### src/rtl/plc_seq_ton_ctrl_if.sv
// Panel-side signal bundle for plc_seq_ton_ctrl: operator inputs in, channel drives and status out.
interface plc_seq_ton_ctrl_if #(
  parameter int N_CH = 3
);
  logic            start;
  logic            stop;
  logic            estop;
  logic            auto_mode;
  logic            man_mode;
  logic [N_CH-1:0] jog;
  logic [N_CH-1:0] ch_out;
  logic            running;
  logic            fault;
  logic [2:0]      state;

  modport master (
    output start, stop, estop, auto_mode, man_mode, jog,
    input  ch_out, running, fault, state
  );

  modport slave (
    input  start, stop, estop, auto_mode, man_mode, jog,
    output ch_out, running, fault, state
  );
endinterface

### src/rtl/plc_seq_ton_ctrl.sv
// Sequenced start/stop + TON controller for N_CH interlocked lathe outputs with E-stop fault latch.
// Optional macro REV_STOP_EN: stop ramps channels down in reverse order instead of dropping them all.
module plc_seq_ton_ctrl #(
  parameter int N_CH       = 3,
  parameter int TON_CYCLES = 16
) (
  input logic                  clk,
  input logic                  rst_n,
  plc_seq_ton_ctrl_if.slave    bus
);

  typedef enum logic [2:0] {
    IDLE    = 3'd0,
    RAMP_UP = 3'd1,
    RUN     = 3'd2,
    RAMP_DN = 3'd3,
    MANUAL  = 3'd4,
    FAULT   = 3'd5
  } state_t;

  localparam int            TW   = $clog2(TON_CYCLES + 1);
  localparam logic [TW-1:0] TMAX = TW'(TON_CYCLES - 1);

  state_t          state_r, state_s;
  logic [N_CH-1:0] ch_r, ch_s;
  logic [TW-1:0]   timer_r, timer_s;
  logic            start_prev_r;
  logic            running_r;
  logic            fault_r;

  logic            mode_auto_s;
  logic            mode_man_s;
  logic            start_edge_s;
  logic            timer_done_s;
  logic [N_CH-1:0] ch_up_s;
  logic [N_CH-1:0] jog_s;
  state_t          leave_s;

  assign mode_auto_s  = bus.auto_mode & ~bus.man_mode;
  assign mode_man_s   = bus.man_mode & ~bus.auto_mode;
  // start_prev_r resets to 0, so a start held through reset is accepted once.
  assign start_edge_s = bus.start & ~start_prev_r;
  assign timer_done_s = (timer_r >= TMAX);
  assign ch_up_s      = {ch_r[N_CH-2:0], 1'b1};
  // Feed/coolant demand is only honoured while the spindle jog is held.
  assign jog_s        = bus.jog & {N_CH{bus.jog[0]}};
  assign leave_s      = mode_man_s ? MANUAL : IDLE;

`ifdef REV_STOP_EN
  logic [N_CH-1:0] ch_dn_s;
  assign ch_dn_s = {1'b0, ch_r[N_CH-1:1]};
`endif

  // Next-state and next channel/timer values, estop first.
  always_comb begin
    state_s = state_r;
    ch_s    = ch_r;
    timer_s = '0;
    if (bus.estop) begin
      state_s = FAULT;
      ch_s    = '0;
    end else begin
      case (state_r)
        IDLE: begin
          ch_s = '0;
          if (bus.stop) begin
            state_s = IDLE;
          end else if (mode_man_s) begin
            state_s = MANUAL;
          end else if (mode_auto_s && start_edge_s) begin
            state_s = RAMP_UP;
            ch_s    = {{(N_CH-1){1'b0}}, 1'b1};
          end else begin
            state_s = IDLE;
          end
        end
        RAMP_UP, RUN: begin
          if (bus.stop) begin
`ifdef REV_STOP_EN
            ch_s    = ch_dn_s;
            state_s = (ch_dn_s == '0) ? IDLE : RAMP_DN;
`else
            ch_s    = '0;
            state_s = IDLE;
`endif
          end else if (!mode_auto_s) begin
            ch_s    = '0;
            state_s = leave_s;
          end else if (state_r == RUN) begin
            ch_s = ch_r;
          end else if (timer_done_s) begin
            ch_s    = ch_up_s;
            state_s = ch_up_s[N_CH-1] ? RUN : RAMP_UP;
          end else begin
            timer_s = timer_r + TW'(1);
          end
        end
`ifdef REV_STOP_EN
        RAMP_DN: begin
          if (!mode_auto_s) begin
            ch_s    = '0;
            state_s = leave_s;
          end else if (timer_done_s) begin
            ch_s    = ch_dn_s;
            state_s = (ch_dn_s == '0) ? IDLE : RAMP_DN;
          end else begin
            timer_s = timer_r + TW'(1);
          end
        end
`endif
        MANUAL: begin
          if (mode_man_s) begin
            ch_s = jog_s;
          end else begin
            ch_s    = '0;
            state_s = IDLE;
          end
        end
        FAULT: begin
          ch_s = '0;
          if (bus.stop) begin
            state_s = IDLE;
          end else begin
            state_s = FAULT;
          end
        end
        default: begin
          ch_s    = '0;
          state_s = IDLE;
        end
      endcase
    end
  end

  // State, channel, timer and status registers.
  always_ff @(posedge clk) begin
    if (!rst_n) begin
      state_r      <= IDLE;
      ch_r         <= '0;
      timer_r      <= '0;
      start_prev_r <= 1'b0;
      running_r    <= 1'b0;
      fault_r      <= 1'b0;
    end else begin
      state_r      <= state_s;
      ch_r         <= ch_s;
      timer_r      <= timer_s;
      start_prev_r <= bus.start;
      running_r    <= (state_s == RAMP_UP) || (state_s == RUN) || (state_s == RAMP_DN);
      fault_r      <= (state_s == FAULT);
    end
  end

  assign bus.ch_out  = ch_r;
  assign bus.state   = state_r;
  assign bus.running = running_r;
  assign bus.fault   = fault_r;

endmodule

### src/flat_wrapper.sv
// flat-port wrapper written by rule: the top's interface ports become plain ports
module plc_seq_ton_ctrl_flat 
#(
  parameter int N_CH       = 3,
  parameter int TON_CYCLES = 16
)
  (clk, rst_n, bus_start, bus_stop, bus_estop, bus_auto_mode, bus_man_mode, bus_jog, bus_ch_out, bus_running, bus_fault, bus_state);
  plc_seq_ton_ctrl_if #(.N_CH(N_CH)) bus_i ();
  input logic clk;
  input logic rst_n;
  input wire logic [$bits(bus_i.start)-1:0] bus_start;
  input wire logic [$bits(bus_i.stop)-1:0] bus_stop;
  input wire logic [$bits(bus_i.estop)-1:0] bus_estop;
  input wire logic [$bits(bus_i.auto_mode)-1:0] bus_auto_mode;
  input wire logic [$bits(bus_i.man_mode)-1:0] bus_man_mode;
  input wire logic [$bits(bus_i.jog)-1:0] bus_jog;
  output wire logic [$bits(bus_i.ch_out)-1:0] bus_ch_out;
  output wire logic [$bits(bus_i.running)-1:0] bus_running;
  output wire logic [$bits(bus_i.fault)-1:0] bus_fault;
  output wire logic [$bits(bus_i.state)-1:0] bus_state;
  assign bus_i.start = bus_start;
  assign bus_i.stop = bus_stop;
  assign bus_i.estop = bus_estop;
  assign bus_i.auto_mode = bus_auto_mode;
  assign bus_i.man_mode = bus_man_mode;
  assign bus_i.jog = bus_jog;
  assign bus_ch_out = bus_i.ch_out;
  assign bus_running = bus_i.running;
  assign bus_fault = bus_i.fault;
  assign bus_state = bus_i.state;
  plc_seq_ton_ctrl #(.N_CH(N_CH), .TON_CYCLES(TON_CYCLES)) u_core (.clk(clk), .rst_n(rst_n), .bus(bus_i));
endmodule
### config.mk
export PLATFORM = sky130hd
export DESIGN_NAME = plc_seq_ton_ctrl_flat
export DESIGN_NICKNAME = d
export VERILOG_FILES = /design/src/rtl/plc_seq_ton_ctrl_if.sv /design/src/rtl/plc_seq_ton_ctrl.sv /design/src/flat_wrapper.sv
export SDC_FILE = /design/constraint.sdc
export NUM_CORES = 1
export LEC_CHECK = 0
export CAP_MARGIN = 10
export CORE_UTILIZATION = 54
export CTS_BUF_LIST = sky130_fd_sc_hd__clkbuf_4 sky130_fd_sc_hd__clkbuf_8
export CTS_CLUSTER_SIZE = 12
export DETAILED_ROUTE_END_ITERATION = 8
export PLACE_DENSITY_LB_ADDON = 0.2
export REMOVE_ABC_BUFFERS = 1
export SYNTH_ARGS = -nofsm -noshare
export SYNTH_HDL_FRONTEND = slang
export SYNTH_SLANG_ARGS = --single-unit
### constraint.sdc
create_clock -name clk -period 3.25 [get_ports clk]
set_input_delay 0.4875 -clock clk [delete_from_list [all_inputs] [get_ports clk]]
set_output_delay 0.4875 -clock clk [all_outputs]
set_load 0.01 [all_outputs]
==> flow_summary.toml, run 1 <==
[clock_network]
htree_levels = 1
clkSlewWorstSetupHoldPaths_ns = 0.08
clk_latency_ns = 0.28
ctsLongestPathBuffers = 2
cts_buffers = 3
clockRootBuffer = "clkbuf_4"
cts_setup_buffers = 0
hold_buffers = 0
cts_tree = "built"
cts.sinks = 14
cts_resized = 0

[layout]
diodes = 0
finalNetCount = 123
syn2layout_area_growth_pct = 26.2
drive_above_1_share_pct = 8.18
fin_util_pct = 74.6

[min_path]
holdPathStages = 2
min_from = "u_core.bus.ch_out[2]$_SDFFE_PP0P_"
hp-class = "reg2reg"
holdPathEnd = "u_core.bus.ch_out[2]$_SDFFE_PP0P_"

[timing]
slew_headroom_pct = 61.0
fin_crit_ns = 2.14
tightestPinTransition_ns = 0.583
setup_viol = 0
fin_crit_sh_pct = 66.0
fin_tns_setup_ns = 0
rsz0062_at_grt = "false"
fmax_mhz = 466
finalHoldViolations = 0
slew_viol_final = 0
skew_ns = 0.00571

[critical_path]
cp_max_fo = 5
critPathRequiredTime_ns = 3.47
r2r-end = "u_core.bus.ch_out[1]$_SDFFE_PP0P_"
critPathLaunchType = "flop"
reg2reg_from = "u_core.timer_r[0]$_SDFF_PP0_"
r2r_cells = 7
worstSetupPathType = "reg2reg"
critPathCaptureType = "flop"
r2r_slack_ns = 1.11
cp.arrival_ns = 2.36

[routing]
viasPerCell = 6.04
ant_nets = 0
avgRoutedWirePerCell_um = 14.3
first_pass_iters = 4
via_count = 755
drc = 0
drtIter0Drc = 22
wl_um = 1790

[power]
ir_drop_mv = 0.318
powerDensity_mw_per_mm2 = 352
p_leak_nw = 0.347

[synthesis]
yosysTopAreaCell = "dfxtp_1"
synth-edff-count = 0
synth.most_common_cell = "dfxtp_1"
ys_top_cells_by_count = "dfxtp_1 (14), nor2_1 (11), inv_1 (7), a21oi_1 (5), nand2b_1 (5)"
yosys_warnings = 0
netlist-cell-type-count = 36
syn_avg_cell_area_um2 = 8.57
yosysTopAreaCellShare_pct = 35.6
synthFlopType = "dfxtp_1"
syn_area_um2 = 788
synth-seq-cells = 14
synth_area_leaders = "dfxtp_1 (36%), nor2_1 (5.2%), nand2b_1 (4.0%)"
seq_area_frac_synth_pct = 35.6
async_flop_share_pct = 0
synthCells = 92

[global_routing]
grt_overflow = 0
grt_pass1_vias = 669
grt_pass1_wl_um = 2780
grt.total_usage_pct = 26.3
grt_max_degree = 17
grt_antenna_before_repair = 0

[placed_design]
port-buffer-count = 17
place_congestion = 0.838
post-dp-hpwl_um = 1330

[run]
cap_viol_max_count = 0

[floorplanning]
rows = 13
die_h_um = 40.2
num_io_pins = 18
die-area_mm2 = 0.00162
core-area_mm2 = 0.00133
die_x_um = 40.2
start_util_pct = 59.1

[run_status]
status = "completed"
area by class of cell:
| class | count | area, µm² |
|---|---|---|
| Clock buffer | 4 | 36.3 |
| Sequential cell | 14 | 280 |
| Multi-Input combinational cell | 68 | 463 |
| Tap cell | 15 | 18.8 |
| Inverter | 7 | 26.3 |
| Fill cell | 103 | 339 |
| Timing Repair Buffer | 17 | 170 |
layer usage:
metal / global-route usage (%) / wire length (µm) / vias to the layer above
met2: 43.1 / 878 / 30
met4: 8.33 / 0 / 0
met1: 31.2 / 801 / 350
li1: - / - / 375
met3: 10.6 / 108 / 0
met5: 0 / 0 / -
worst max-delay path, stage by stage, from the launching register on:
cell	delay [ns]
dfxtp_1	0.35
ha_1	0.23
and3_1	0.15
ha_1	0.18
or4b_1	0.52
o21ai_0	0.35
nand3_1	0.13
a21oi_1	0.17
cells by family (layout without fill, tap and decap cells):
kind of cell	Yosys count	in the layout	synth area share [%]
compound gates	19	19	16.5
simple gates	45	45	36.8
flops	14	14	35.6
xor+xnor	2	2	2.22
fa+ha+maj	2	2	3.17
buf+inv	10	28	5.72
registers in the layout, summed over array words and instances (netlist names):
signal	flops
u_core.start_prev_r	1
u_core.timer_r	5
u_core.bus.running	1
u_core.bus.ch_out	3
u_core.bus.state	3
u_core.bus.fault	1
report_power, final:
part           internal [mW]  switching, mW
Sequential             0.175        0.00610
Clock                 0.0682         0.0532
Combinational         0.0260         0.0218
Total                  0.269         0.0811
placed cells by master, fill, tap and decap left out, types with 3 or more instances in the layout:
cell / netlist / routed
clkdlybuf4s50_1: 0 / 17
a31oi_1: 3 / 3
nor2_1: 11 / 11
nand2b_1: 5 / 5
a21oi_1: 5 / 5
clkbuf_4: 0 / 3
inv_1: 7 / 7
nor3_1: 4 / 4
dfxtp_1: 14 / 14
nand3_1: 4 / 4
nor3b_1: 3 / 3
o211ai_1: 3 / 3
through the flow:
step | hold slack (ns) | instance area, µm² | setup slack (ns) | power [mW] | cells
after CTS | 0.481 | 995 | 1.13 | 0.354 | 125
after global routing | 0.512 | 995 | 1.02 | 0.364 | 125
after global placement | 0.458 | 958 | 1.01 | 0.231 | 121
final | 0.474 | 995 | 1.11 | 0.350 | 125
after floorplan | 0.437 | 769 | 1.34 | 0.207 | 89
after detailed placement | 0.466 | 958 | 0.979 | 0.232 | 121
worst max-delay path by stage:
stage,start,end,cells after the start
2_1_floorplan,u_core.timer_r[0]$_SDFF_PP0_,u_core.bus.ch_out[0]$_SDFFE_PP0P_,7
3_3_place_gp,bus_stop,u_core.bus.running$_SDFF_PN0_,5
3_5_place_dp,bus_stop,u_core.bus.running$_SDFF_PN0_,5
4_1_cts,u_core.timer_r[0]$_SDFF_PP0_,u_core.bus.ch_out[1]$_SDFFE_PP0P_,7
5_1_grt,u_core.timer_r[0]$_SDFF_PP0_,u_core.bus.ch_out[0]$_SDFFE_PP0P_,7
6_report,u_core.timer_r[0]$_SDFF_PP0_,u_core.bus.ch_out[1]$_SDFFE_PP0P_,7
Note: power is estimated with default switching activity, not from simulation.
==> inputs of run 2 (changes only) <==
--- a/config.mk
+++ b/config.mk
@@ -6,7 +6,7 @@
 export NUM_CORES = 1
 export LEC_CHECK = 0
 export CAP_MARGIN = 10
-export CORE_UTILIZATION = 54
+export CORE_UTILIZATION = 46
 export CTS_BUF_LIST = sky130_fd_sc_hd__clkbuf_4 sky130_fd_sc_hd__clkbuf_8
 export CTS_CLUSTER_SIZE = 12
 export DETAILED_ROUTE_END_ITERATION = 8
==> constraint.sdc (replaced) <==
create_clock -name clk -period 1.9 [get_ports clk]
set_input_delay 0.285 -clock clk [delete_from_list [all_inputs] [get_ports clk]]
set_output_delay 0.285 -clock clk [all_outputs]
set_load 0.01 [all_outputs]
==> run 2 against run 1 <==
- the run now ends with DRC left
- die area grew 16%
- final cell count rose by 10%
- sequential share of layout area shrank 3.2 points
- utilization is 1.7 points lower
- via count rose by 7.4%
- critical path type unchanged
- critical endpoint is now u_core.bus.running$_SDFF_PN0_
- largest power group unchanged
==> flow_summary.toml, run 2 (synthesis results as in run 1) <==
[critical_path]
critPathCaptureType = "flop"
critPathLaunchType = "flop"
r2r_slack_ns = 0.04
cp.arrival_ns = 2.05
cp_max_fo = 3
critPathRequiredTime_ns = 2.09
worstSetupPathType = "reg2reg"

[global_routing]
grt_use_met3_pct = 4.17
grt_max_degree = 13
grt-busiest-layer = "met2"
grt_antenna_before_repair = 0
use_met1_pct = 27.9
grt_pass1_wl_um = 3260
met2_usage_pct = 41.5
grt.total_usage_pct = 23.3
grt_pass1_vias = 789
grt_overflow = 0

[timing]
fin_crit_ns = 1.86
setup_viol = 0
rsz0062_at_grt = "true"
tightestPinTransition_ns = 0.430
fmax_mhz = 538
slew_headroom_pct = 70.9
skew_ns = 0.000783
finalHoldViolations = 0
fin_crit_sh_pct = 97.8
slew_viol_final = 0

[floorplanning]
die-area_mm2 = 0.00188
start_util_pct = 50.6
core-area_mm2 = 0.00156
rows = 14
die_x_um = 43.4
num_io_pins = 18
die_h_um = 43.4

[routing]
avgRoutedWirePerCell_um = 14.2
via_count = 811
wl_um = 1960
ant_nets = 0
drtIter0Drc = 31
drc = 6
first_pass_iters = 6
viasPerCell = 5.88

[placed_design]
post-dp-hpwl_um = 1460
port-buffer-count = 17
place_congestion = 0.778
placedCellCount = 134

[clock_network]
clk_latency_ns = 0.27
ctsLongestPathBuffers = 2
clkSlewWorstSetupHoldPaths_ns = 0.08
cts_tree = "built"
cts_buffers = 3
htree_levels = 1
cts.sinks = 14
clockRootBuffer = "clkbuf_4"

[power]
p_leak_nw = 0.410
powerDensity_mw_per_mm2 = 501
ir_drop_mv = 0.381

[run]
cap_viol_max_count = 0

[layout]
largest_register = "u_core.timer_r"
final_common_cell = "clkdlybuf4s50_1"
stdcell_count = 138
largest_register_ffs = 5
diodes = 0
drive_above_1_share_pct = 26.2
finalNetCount = 136
fin_util_pct = 72.9
layout_common_cells = "clkdlybuf4s50_1 (17), buf_4 (13), dfxtp_1 (11)"
syn2layout_area_growth_pct = 44.1

[min_path]
hp-class = "reg2reg"

[run_status]
status = "finished, violations left"
failed_checks = "DRC"
[run 2: cell types whose count changed in the layout (fill, tap and decap cells not counted), moves of 2 or more]
cell     before  now
a21oi_2       0    2
dfxtp_1      14   11
a21oi_1       5    3
ha_1          2    0
ha_4          0    2
dfxtp_2       0    3
buf_4         0   13
[run 2: what timing repair did]
action | 4_1_cts | 5_1_grt
buffers inserted | 1 | 1
hold buffers | 0 | 0
pin swaps | 4 | 9
cloned | 0 | 0
resized for setup | 8 | 7
endpoints found under the setup margin | 11 | 12
[run 2: layout make-up]
cell class / instances / area, µm²
multi-input cells: 68 / 515
repair buffers: 30 / 268
inverters: 7 / 26.3
fillers: 132 / 423
clock buffers: 3 / 22.5
flip-flops and latches: 14 / 284
well taps: 16 / 20.0
[run 2: path summary, 6_finish.rpt]
| kind | start | end | cells after the start |
|---|---|---|---|
| setup / recovery | u_core.timer_r[0]$_SDFF_PP0_ | u_core.bus.running$_SDFF_PN0_ | 7 |
| hold / removal | u_core.bus.ch_out[2]$_SDFFE_PP0P_ | u_core.bus.ch_out[2]$_SDFFE_PP0P_ | 2 |
| setup reg to reg | u_core.timer_r[0]$_SDFF_PP0_ | u_core.bus.running$_SDFF_PN0_ | 7 |
| hold reg to reg | u_core.bus.ch_out[2]$_SDFFE_PP0P_ | u_core.bus.ch_out[2]$_SDFFE_PP0P_ | 2 |
[run 2: where the power goes]
part / leakage (nW) / switching, mW / internal (mW)
combinational: 0.281 / 0.0465 / 0.0557
clock: 0.0138 / 0.0886 / 0.0733
sequential: 0.115 / 0.00529 / 0.300
[run 2: per-layer routing]
metal	wire length (µm)	vias to the layer above	part of all wire, %
met4	22	0	1.1
li1	-	407	-
met2	992	28	51
met1	842	372	43
met5	0	-	0
met3	106	4	5.4
[run 2: worst max-delay path, cell delays in order, from the launching register on]
cell	delay, ns
dfxtp_2	0.34
ha_4	0.15
and3_4	0.15
ha_4	0.15
or4b_4	0.53
nor2_4	0.10
o31ai_1	0.13
a311oi_2	0.22
[run 2: through the flow]
step	hold WS, ns	power, mW	TNS [ns]	cell area (µm²)	setup slack [ns]
after floorplan	0.407	0.353	-0.0389	769	-0.0130
after global placement	0.459	0.408	-0.387	1050	-0.0533
after detailed placement	0.481	0.410	-0.492	1050	-0.0637
after CTS	0.494	0.572	0	1100	0.00990
after global routing	0.525	0.602	-0.0408	1140	-0.0190
final	0.495	0.569	0	1140	0.0412
==> inputs of run 3 (changes only) <==
--- a/config.mk
+++ b/config.mk
@@ -10,7 +10,7 @@
 export CTS_BUF_LIST = sky130_fd_sc_hd__clkbuf_4 sky130_fd_sc_hd__clkbuf_8
 export CTS_CLUSTER_SIZE = 12
 export DETAILED_ROUTE_END_ITERATION = 8
-export PLACE_DENSITY_LB_ADDON = 0.2
+export PLACE_DENSITY = 0.75
 export REMOVE_ABC_BUFFERS = 1
 export SYNTH_ARGS = -nofsm -noshare
 export SYNTH_HDL_FRONTEND = slang
==> run 3 against run 2 <==
- the run still ends with DRC left
- via count shrank 0.74%
- power grew 9.4%
- combinational power grew 5%
- worst hold slack lost 0.021 ns
- largest power group unchanged
- non-clock buffer count is the same
- flip-flop and latch count is the same
- die area is the same
- sequential power is essentially flat
- final cell count grew 0.72%
==> flow_summary.toml, run 3 (synthesis results as in run 1) <==
[run_status]
status = "finished, violations left"
failed_checks = "DRC"

[layout]
drive_above_1_share_pct = 25.2
syn2layout_area_growth_pct = 45.4
finalNetCount = 136
stdcell_count = 139
layout_common_cells = "clkdlybuf4s50_1 (17), buf_4 (13), dfxtp_1 (12)"
final_cell_area_mm2 = 0.00115
diodes = 0
largest_register_ffs = 5
final_common_cell = "clkdlybuf4s50_1"
largest_register = "u_core.timer_r"

[timing]
rsz0062_at_grt = "true"
tightestPinTransition_ns = 0.434
setup_viol = 0
slew_headroom_pct = 70.7
fin_crit_ns = 1.86
fin_crit_sh_pct = 98.1
slew_viol_final = 0
skew_ns = 0.00118
whs_ns = 0.474
finalHoldViolations = 0
fmax_mhz = 537

[routing]
wl_um = 2010
via_count = 805
viasPerCell = 5.79
drtIter0Drc = 24
ant_nets = 0
wl_met2_um = 1030
first_pass_iters = 6
avgRoutedWirePerCell_um = 14.5
top_layer = "met4"
drc = 6
dr_wl_met3_um = 79
wl_met1_um = 863

[critical_path]
reg2reg_from = "u_core.timer_r[0]$_SDFF_PP0_"
cp_max_fo = 5
critPathRequiredTime_ns = 2.11
r2r_cells = 7
worstSetupPathType = "reg2reg"
r2r-end = "u_core.timer_r[0]$_SDFF_PP0_"
cp.arrival_ns = 2.07
critPathLaunchType = "flop"
critPathCaptureType = "flop"
r2r_slack_ns = 0.04

[placed_design]
post-dp-hpwl_um = 1430
place_congestion = 0.792
port-buffer-count = 17
placed_area_mm2 = 0.00105
placedCellCount = 134

[power]
power.internal_mw = 0.474
powerDensity_mw_per_mm2 = 543
p_switching_mw = 0.149
sw_frac_of_total_pct = 23.9
power_frac_seq_pct = 48.9
ir_drop_mv = 0.448
comb_power_share_pct = 17.2
p_leak_nw = 0.415
p_total_mw = 0.623
clkPwrFrac_pct = 34.0

[clock_network]
ctsLongestPathBuffers = 2
htree_levels = 1
clockRootBuffer = "clkbuf_4"
hold_buffers = 0
cts_buffers = 3
cts_tree = "built"
clkSlewWorstSetupHoldPaths_ns = 0.08
cts.sinks = 14
clk_latency_ns = 0.28

[floorplanning]
die-area_mm2 = 0.00188
start_util_pct = 50.6
num_io_pins = 18
die_h_um = 43.4
core-area_mm2 = 0.00156
rows = 14
die_x_um = 43.4

[global_routing]
grt_antenna_before_repair = 0
grt_overflow = 0
grt_pass1_vias = 810
grt_max_degree = 14
grt.total_usage_pct = 23.5
grt_pass1_wl_um = 3350

[run]
cap_viol_max_count = 0

[min_path]
hp-class = "reg2reg"
holdPathStages = 2
holdPathEnd = "u_core.bus.ch_out[2]$_SDFFE_PP0P_"
min_from = "u_core.bus.ch_out[2]$_SDFFE_PP0P_"
## run 3: cell count changes in the layout (fill, tap and decap cells not counted), sizes merged
cell | previous run | this run
clkbuf | 3 | 4
## run 3: worst max path at each step
stage,startpoint,to,slack (ns)
after CTS,u_core.timer_r[0]$_SDFF_PP0_,u_core.timer_r[0]$_SDFF_PP0_,0.007
after detailed placement,u_core.timer_r[0]$_SDFF_PP0_,u_core.bus.ch_out[1]$_SDFFE_PP0P_,-0.07
final,u_core.timer_r[0]$_SDFF_PP0_,u_core.timer_r[0]$_SDFF_PP0_,0.04
after global routing,u_core.timer_r[1]$_SDFF_PP0_,u_core.timer_r[0]$_SDFF_PP0_,-0.06
after floorplan,u_core.timer_r[0]$_SDFF_PP0_,u_core.bus.ch_out[0]$_SDFFE_PP0P_,-0.01
after global placement,bus_man_mode,u_core.bus.running$_SDFF_PN0_,-0.04
## run 3: layout make-up
class                           instances  area (µm²)
Sequential cell                        14         283
Tap cell                               16        20.0
Clock buffer                            4        36.3
Inverter                                7        26.3
Timing Repair Buffer                   30         268
Multi-Input combinational cell         68         513
Fill cell                             121         413
## run 3: critical path, stage by stage (launching register included)
cell	delay, ns
dfxtp_2	0.34
ha_4	0.15
and3_4	0.15
ha_4	0.15
or4b_4	0.54
nor2_4	0.12
nand4_1	0.19
nor2_1	0.15
## run 3: routing by layer
metal  track usage [%]  vias up
met4              11.9        0
met5                 0        -
met1              28.0      370
met3              1.25        4
met2              42.7       27
li1                  -      404
## run 3: per-stage QoR
step / TNS, ns / setup slack (ns) / util [%]
final: 0 / 0.0362 / 73.5
after global routing: -0.314 / -0.0608 / 73.5
after CTS: 0 / 0.00674 / 71.4
after detailed placement: -0.345 / -0.0688 / 67.3
after global placement: -0.0428 / -0.0384 / 67.3
after floorplan: -0.0389 / -0.0130 / -
## run 3: what timing repair did
item,4_1_cts,5_1_grt
buffers inserted,0,1
resized for setup,9,4
setup endpoints to repair,11,11
pin swaps,6,9
## run 3: power groups by stage
stage	clock network [mW]	logic (mW)	registers [mW]
after detailed placement	0	0.0992	0.311
after floorplan	0	0.0365	0.317
after global routing	0.227	0.115	0.305
after CTS	0.215	0.104	0.304
after global placement	0	0.0982	0.311
final	0.211	0.107	0.304
